===== src/rtl/mmio_key_controller.sv =====
// Memory-mapped PS/2 keyboard controller: scan-code prefix decoder, key-word FIFO,
// status register and RAM pass-through. Define KEY_RELEASE_EN to queue break (release) words.
module mmio_key_controller #(
    parameter int ADDR_WIDTH = 24,
    parameter int DATA_WIDTH = 16,
    parameter int FIFO_DEPTH = 8,
    parameter logic [ADDR_WIDTH-1:0] KEY_ADDR    = ADDR_WIDTH'(24'h3b00),
    parameter logic [ADDR_WIDTH-1:0] STATUS_ADDR = ADDR_WIDTH'(24'h3b01)
) (
    input  logic                  clk,
    input  logic                  rst_n,
    input  logic [7:0]            scan_code,
    input  logic                  scan_valid,
    input  logic [DATA_WIDTH-1:0] ram_to_mem_data,
    input  logic [DATA_WIDTH-1:0] core_to_mem_data,
    input  logic [ADDR_WIDTH-1:0] core_to_mem_address,
    input  logic                  core_to_mem_write_enable,
    input  logic                  core_to_mem_read_enable,
    output logic                  mem_to_ram_write_enable,
    output logic [ADDR_WIDTH-1:0] mem_to_ram_address,
    output logic [DATA_WIDTH-1:0] mem_to_ram_data,
    output logic [DATA_WIDTH-1:0] mem_to_core_data
);

    localparam int PTR_W = (FIFO_DEPTH > 1) ? $clog2(FIFO_DEPTH) : 1;
    localparam int CNT_W = PTR_W + 1;

    typedef enum logic [1:0] {
        IDLE    = 2'd0,
        EXT     = 2'd1,
        BRK     = 2'd2,
        EXT_BRK = 2'd3
    } state_t;

    // Reset asserts immediately but is released two clock edges after rst_n rises.
    logic rst_meta;
    logic rst_sync_n;

    always_ff @(posedge clk or negedge rst_n) begin
        if (!rst_n) begin
            rst_meta   <= 1'b0;
            rst_sync_n <= 1'b0;
        end else begin
            rst_meta   <= 1'b1;
            rst_sync_n <= rst_meta;
        end
    end

    // Returns {hit, make_word}; extended and normal code sets are disjoint.
    function automatic logic [16:0] lookup(input logic [7:0] code, input logic ext);
        lookup = '0;
        if (!ext) begin
            case (code)
                8'h1B:   lookup = {1'b1, 16'hFF53};
                8'h1C:   lookup = {1'b1, 16'hFF41};
                8'h1D:   lookup = {1'b1, 16'hFF57};
                8'h23:   lookup = {1'b1, 16'hFF44};
                default: lookup = '0;
            endcase
        end else begin
            case (code)
                8'h75:   lookup = {1'b1, 16'hFF2F};
                8'h72:   lookup = {1'b1, 16'hFF5C};
                default: lookup = '0;
            endcase
        end
    endfunction

    state_t      state;
    state_t      next_state;
    logic        push;
    logic [15:0] push_word;
    logic [16:0] hit;

    always_ff @(posedge clk or negedge rst_sync_n) begin
        if (!rst_sync_n) state <= IDLE;
        else             state <= next_state;
    end

    always_comb begin
        next_state = state;
        push       = 1'b0;
        push_word  = '0;
        hit        = '0;
        if (scan_valid) begin
            case (state)
                IDLE: begin
                    if (scan_code == 8'hE0) begin
                        next_state = EXT;
                    end else if (scan_code == 8'hF0) begin
                        next_state = BRK;
                    end else begin
                        hit       = lookup(scan_code, 1'b0);
                        push      = hit[16];
                        push_word = hit[15:0];
                    end
                end
                EXT: begin
                    if (scan_code == 8'hF0) begin
                        next_state = EXT_BRK;
                    end else begin
                        hit        = lookup(scan_code, 1'b1);
                        push       = hit[16];
                        push_word  = hit[15:0];
                        next_state = IDLE;
                    end
                end
                default: begin
                    hit = lookup(scan_code, state == EXT_BRK);
`ifdef KEY_RELEASE_EN
                    push      = hit[16];
                    push_word = {8'hFE, hit[7:0]};
`endif
                    next_state = IDLE;
                end
            endcase
        end
    end

    logic [15:0]      mem [FIFO_DEPTH];
    logic [PTR_W-1:0] wr_ptr;
    logic [PTR_W-1:0] rd_ptr;
    logic [CNT_W-1:0] count;
    logic             overflow;
    logic             empty;
    logic             full;
    logic             pop;
    logic             do_push;
    logic             ovf_set;
    logic             status_read;

    assign empty       = (count == '0);
    assign full        = (count == CNT_W'(FIFO_DEPTH));
    assign pop         = core_to_mem_read_enable && (core_to_mem_address == KEY_ADDR) && !empty;
    // A pop on the same edge frees the slot, so a push into a full FIFO still lands.
    assign do_push     = push && (!full || pop);
    assign ovf_set     = push && full && !pop;
    assign status_read = core_to_mem_read_enable && (core_to_mem_address == STATUS_ADDR);

    always_ff @(posedge clk) begin
        if (do_push) mem[wr_ptr] <= push_word;
    end

    always_ff @(posedge clk or negedge rst_sync_n) begin
        if (!rst_sync_n) begin
            wr_ptr   <= '0;
            rd_ptr   <= '0;
            count    <= '0;
            overflow <= 1'b0;
        end else begin
            if (do_push) wr_ptr <= wr_ptr + PTR_W'(1);
            if (pop)     rd_ptr <= rd_ptr + PTR_W'(1);
            case ({do_push, pop})
                2'b10:   count <= count + CNT_W'(1);
                2'b01:   count <= count - CNT_W'(1);
                default: count <= count;
            endcase
            if (ovf_set)          overflow <= 1'b1;
            else if (status_read) overflow <= 1'b0;
        end
    end

    logic [DATA_WIDTH-1:0] status_word;
    logic [DATA_WIDTH-1:0] key_word;

    always_comb begin
        status_word             = '0;
        status_word[0]          = !empty;
        status_word[1]          = full;
        status_word[2]          = overflow;
        status_word[8 +: CNT_W] = count;
        key_word                = '0;
        if (!empty) key_word[15:0] = mem[rd_ptr];
    end

    always_comb begin
        if (core_to_mem_address == KEY_ADDR)         mem_to_core_data = key_word;
        else if (core_to_mem_address == STATUS_ADDR) mem_to_core_data = status_word;
        else                                         mem_to_core_data = ram_to_mem_data;
    end

    assign mem_to_ram_write_enable = core_to_mem_write_enable &&
                                     (core_to_mem_address != KEY_ADDR) &&
                                     (core_to_mem_address != STATUS_ADDR);
    assign mem_to_ram_address = core_to_mem_address;
    assign mem_to_ram_data    = core_to_mem_data;

endmodule


===== config.mk =====
export PLATFORM = sky130hd
export DESIGN_NAME = mmio_key_controller
export DESIGN_NICKNAME = d
export VERILOG_FILES = /design/src/rtl/mmio_key_controller.sv
export SDC_FILE = /design/constraint.sdc
export NUM_CORES = 1
export LEC_CHECK = 0
export ABC_CLOCK_PERIOD_IN_PS = 3300
export BUFFER_PORTS_ARGS = -buffer_cell sky130_fd_sc_hd__buf_2
export CELL_PAD_IN_SITES_DETAIL_PLACEMENT = 0
export CELL_PAD_IN_SITES_GLOBAL_PLACEMENT = 1
export CORE_MARGIN = 3
export CORE_UTILIZATION = 41
export CTS_CLUSTER_DIAMETER = 80
export CTS_CLUSTER_SIZE = 25
export DETAILED_ROUTE_END_ITERATION = 12
export GPL_TIMING_DRIVEN = 1
export PLACE_DENSITY_LB_ADDON = 0.08
export SYNTH_ARGS = -nofsm -noshare
export SYNTH_HDL_FRONTEND = slang
export SYNTH_SLANG_ARGS = --single-unit

===== constraint.sdc =====
create_clock -name clk -period 3.3 [get_ports clk]
set_clock_uncertainty 0.2 [all_clocks]
set_input_delay 0.66 -clock clk [delete_from_list [all_inputs] [get_ports clk]]
set_output_delay 0.66 -clock clk [all_outputs]
set_load 0.005 [all_outputs]

==> results by group <==
Synth
  – List of most frequent post-synthesis cells: 64 x edfxtp_1, 40 x buf_4, 30 x nand2_1
  – Post-synth EDFFs: 64
  – Synth top area share: 0.472
  – Distinct cells, synth: 49
  – Yosys warns: 0
  – Yosys top cell by area: edfxtp_1
  – Post-Syn Nets: 383
  – Synthesized area per cell: 13.2 µm²
  – Top_reg_cell synth: edfxtp_1
  – Post-synthesis sequential area ratio: 0.565
  – Seq cells post-synth: 79
  – Synthesized area: 0.00407 mm²
  – Post-Synthesis Cells: 309
  – Top post-synthesis cells by area: edfxtp_1 47%, dfrtp_1 9.2%, mux4_2 8.9%
  – Most frequent cell after synthesis: edfxtp_1
  – Asr flop ratio synth: 0.190

Critical path
  – Crit path largest cell delay: 0.46 ns
  – Crit path launch: core_to_mem_address[16]
  – Worst setup SP type: input pin
  – CP arrival: 2.31 ns
  – CP cell instances: buf_2 > nor4b_1 > nand4_1 > or2_2 > buf_4 > and2_1 > buf_2
  – Crit path capture type: primary output
  – Critical path type: input pin to primary output
  – Required time of the critical path: 2.44 ns
  – Max stage delay cell, worst path: or2_2
  – RR Startpoint: state[1]
  – Crit path max fanout: 14
  – Cell mode on critical path: buf_2

Place
  – Hpwl dp: 6480 µm
  – Dpl ws: 0.117 ns
  – Cell Area, Placed: 0.00454 mm²
  – Global placement routability congestion: 0.717
  – Port-buffer cells: 93

Floorplan
  – Die H: 106 µm
  – Core area: 0.00946 mm²
  – Cell row count: 35
  – Die footprint: 0.0112 mm²
  – Horiz. Die Dim: 106 µm
  – Ports: 126
  – Starting density of the core: 0.430

Pwr
  – Clock network fraction of total power: 0.342
  – Int Pwr: 1.43 mW
  – Seq pwr share: 0.583
  – Power, Total: 1.88 mW
  – Switching share of power: 0.238
  – Pwr Density: 396 mW/mm²
  – Worst VDD drop: 0.000232 V
  – Net Sw Power: 0.446 mW
  – Combinational share of power: 0.075
  – Leak: 1.98 nW

Finish
  – Share of cells above drive strength 1: 0.423
  – Area delta synth->final: 16.5%
  – Post-layout instance area: 0.00474 mm²
  – Final Net Count: 464
  – Diodes inserted: 0

Route
  – Drt pass-1 iters: 4
  – Total routed wirelength: 8640 µm
  – Via count: 2,613
  – DRT iter0 DRCs: 119
  – Post-DRT Antenna Nets: 0
  – Routed len/inst: 16.5 µm
  – Post-DR vias/cell: 4.99
  – Post-route DRC violation count: 0

Timing
  – Final Cycle Share: 0.962
  – Fin crit period: 3.17 ns
  – Final hold vios: 0
  – Fin worst setup slack: 0.127 ns
  – Worst-Margin Slew: 0.782 ns
  – RSZ-0062 raised after global routing: false
  – Slew headroom: 0.476
  – Setup_tns: 0 ns
  – Max-slew violations: 0
  – Hold Slack: 0.0321 ns
  – Max Fclk: 0.315 GHz
  – Final setup viols: 0

Clocking
  – Clock sinks: 79
  – Clk_lat worst skew: 0.35 ns
  – H-tree depth: 3
  – CTS tree: done
  – Cts bufs inserted: 9
  – Max Root-Sink Buffers: 2
  – Clk slew on worst S/H paths: 0.08 ns
  – Root Driver: clkbuf_8

GRT
  – Global Route Usage Sum: 0.163
  – Vias in the first global route: 2,624
  – Grt ovf: 0
  – Pin count of the biggest net entering global routing: 16
  – Antenna violations before repair: 0
  – First-pass GRT wire length: 14,000 µm

Min path
  – Worst hold path class: flip-flop to asynchronous set/reset pin

Flow run
  – Max cap viols: 0

Outcome
  – Status: complete, no violations
[final cells by class]
type	count	area, µm²
clock buffers	9	124
repair buffers	122	686
flip-flops and latches	79	2300
well taps	129	161
multi-input cells	173	1400
inverters	5	18.8
clock inverters	7	56.3
fillers	851	4720
[final timing paths]
check / slack [ns] / end / cells past startpoint
setup / recovery: 0.13 / mem_to_ram_write_enable / 7
hold / removal: 0.03 / wr_ptr[1] / 0
setup reg to reg: 0.55 / mem[0][2] / 8
hold reg to reg: 0.03 / wr_ptr[1] / 0
max in group asynchronous: 2.40 / rst_sync_n / 2
min in group clk: 0.16 / rst_sync_n / 0
[logic make-up (layout without fill, tap and decap cells)]
| group | Yosys count | in the layout | synth area share |
|---|---|---|---|
| flip-flops | 79 | 79 | 0.565 |
| multiplexers | 28 | 28 | 0.119 |
| other | 1 | 1 | 0.000922 |
| XOR/XNOR | 6 | 6 | 0.0129 |
| buffers and inverters | 57 | 143 | 0.0920 |
| AND/OR/NAND/NOR | 103 | 103 | 0.140 |
| AO/OA/AOI/OAI | 30 | 30 | 0.0532 |
| adder cells (fa/ha/maj) | 5 | 5 | 0.0172 |
[power by group through the flow]
stage	Sequential, mW	Clock [mW]	Combinational (mW)
after global routing	1.10	0.711	0.160
after detailed placement	1.12	0	0.142
final	1.09	0.642	0.141
after CTS	1.09	0.657	0.143
after global placement	1.12	0	0.141
after floorplan	1.11	0	0.102
[placed cells by master, fill, tap and decap left out, types with 5 or more instances in the layout]
cell,Yosys,routed
buf_2,2,93
edfxtp_1,64,64
nand2_1,30,30
buf_4,40,28
mux4_2,16,16
nor2_1,15,15
dfrtp_1,15,14
nand3_1,13,13
a21oi_1,9,9
clkbuf_8,0,9
mux2i_1,8,8
nand2b_1,7,7
nor3_1,5,5
inv_1,5,5
o21ai_0,5,5
xnor2_1,5,5
[timing repair]
item,CTS,global route
buffers inserted,0,1
endpoints found under the hold margin,2,0
hold buffers,1,0
endpoints found under the setup margin,0,6
gates resized for setup,0,1
[flip-flops by register name, summed over array words and instances (netlist names)]
signal,cells
wr_ptr,3
mem,64
rst_sync_n,1
rst_meta,1
rd_ptr,3
state,2
overflow,1
count,4
[worst max-delay path, delay by kind of cell]
kind | cells | cell delay (ns)
and+or+nand+nor | 4 | 1.22
buffers and inverters | 3 | 0.43
[metrics by stage]
stage                      util  instances
final                     0.501        524
after floorplan               -        309
after CTS                 0.500        523
after detailed placement  0.480        506
after global routing      0.501        524
after global placement    0.480        506
[routing by layer]
layer,part of all wire,track usage
met2,0.50,0.270
met4,0.015,0.0611
met5,0,0
met3,0.055,0.0306
met1,0.43,0.214
Power figures use the tool's default switching activity.
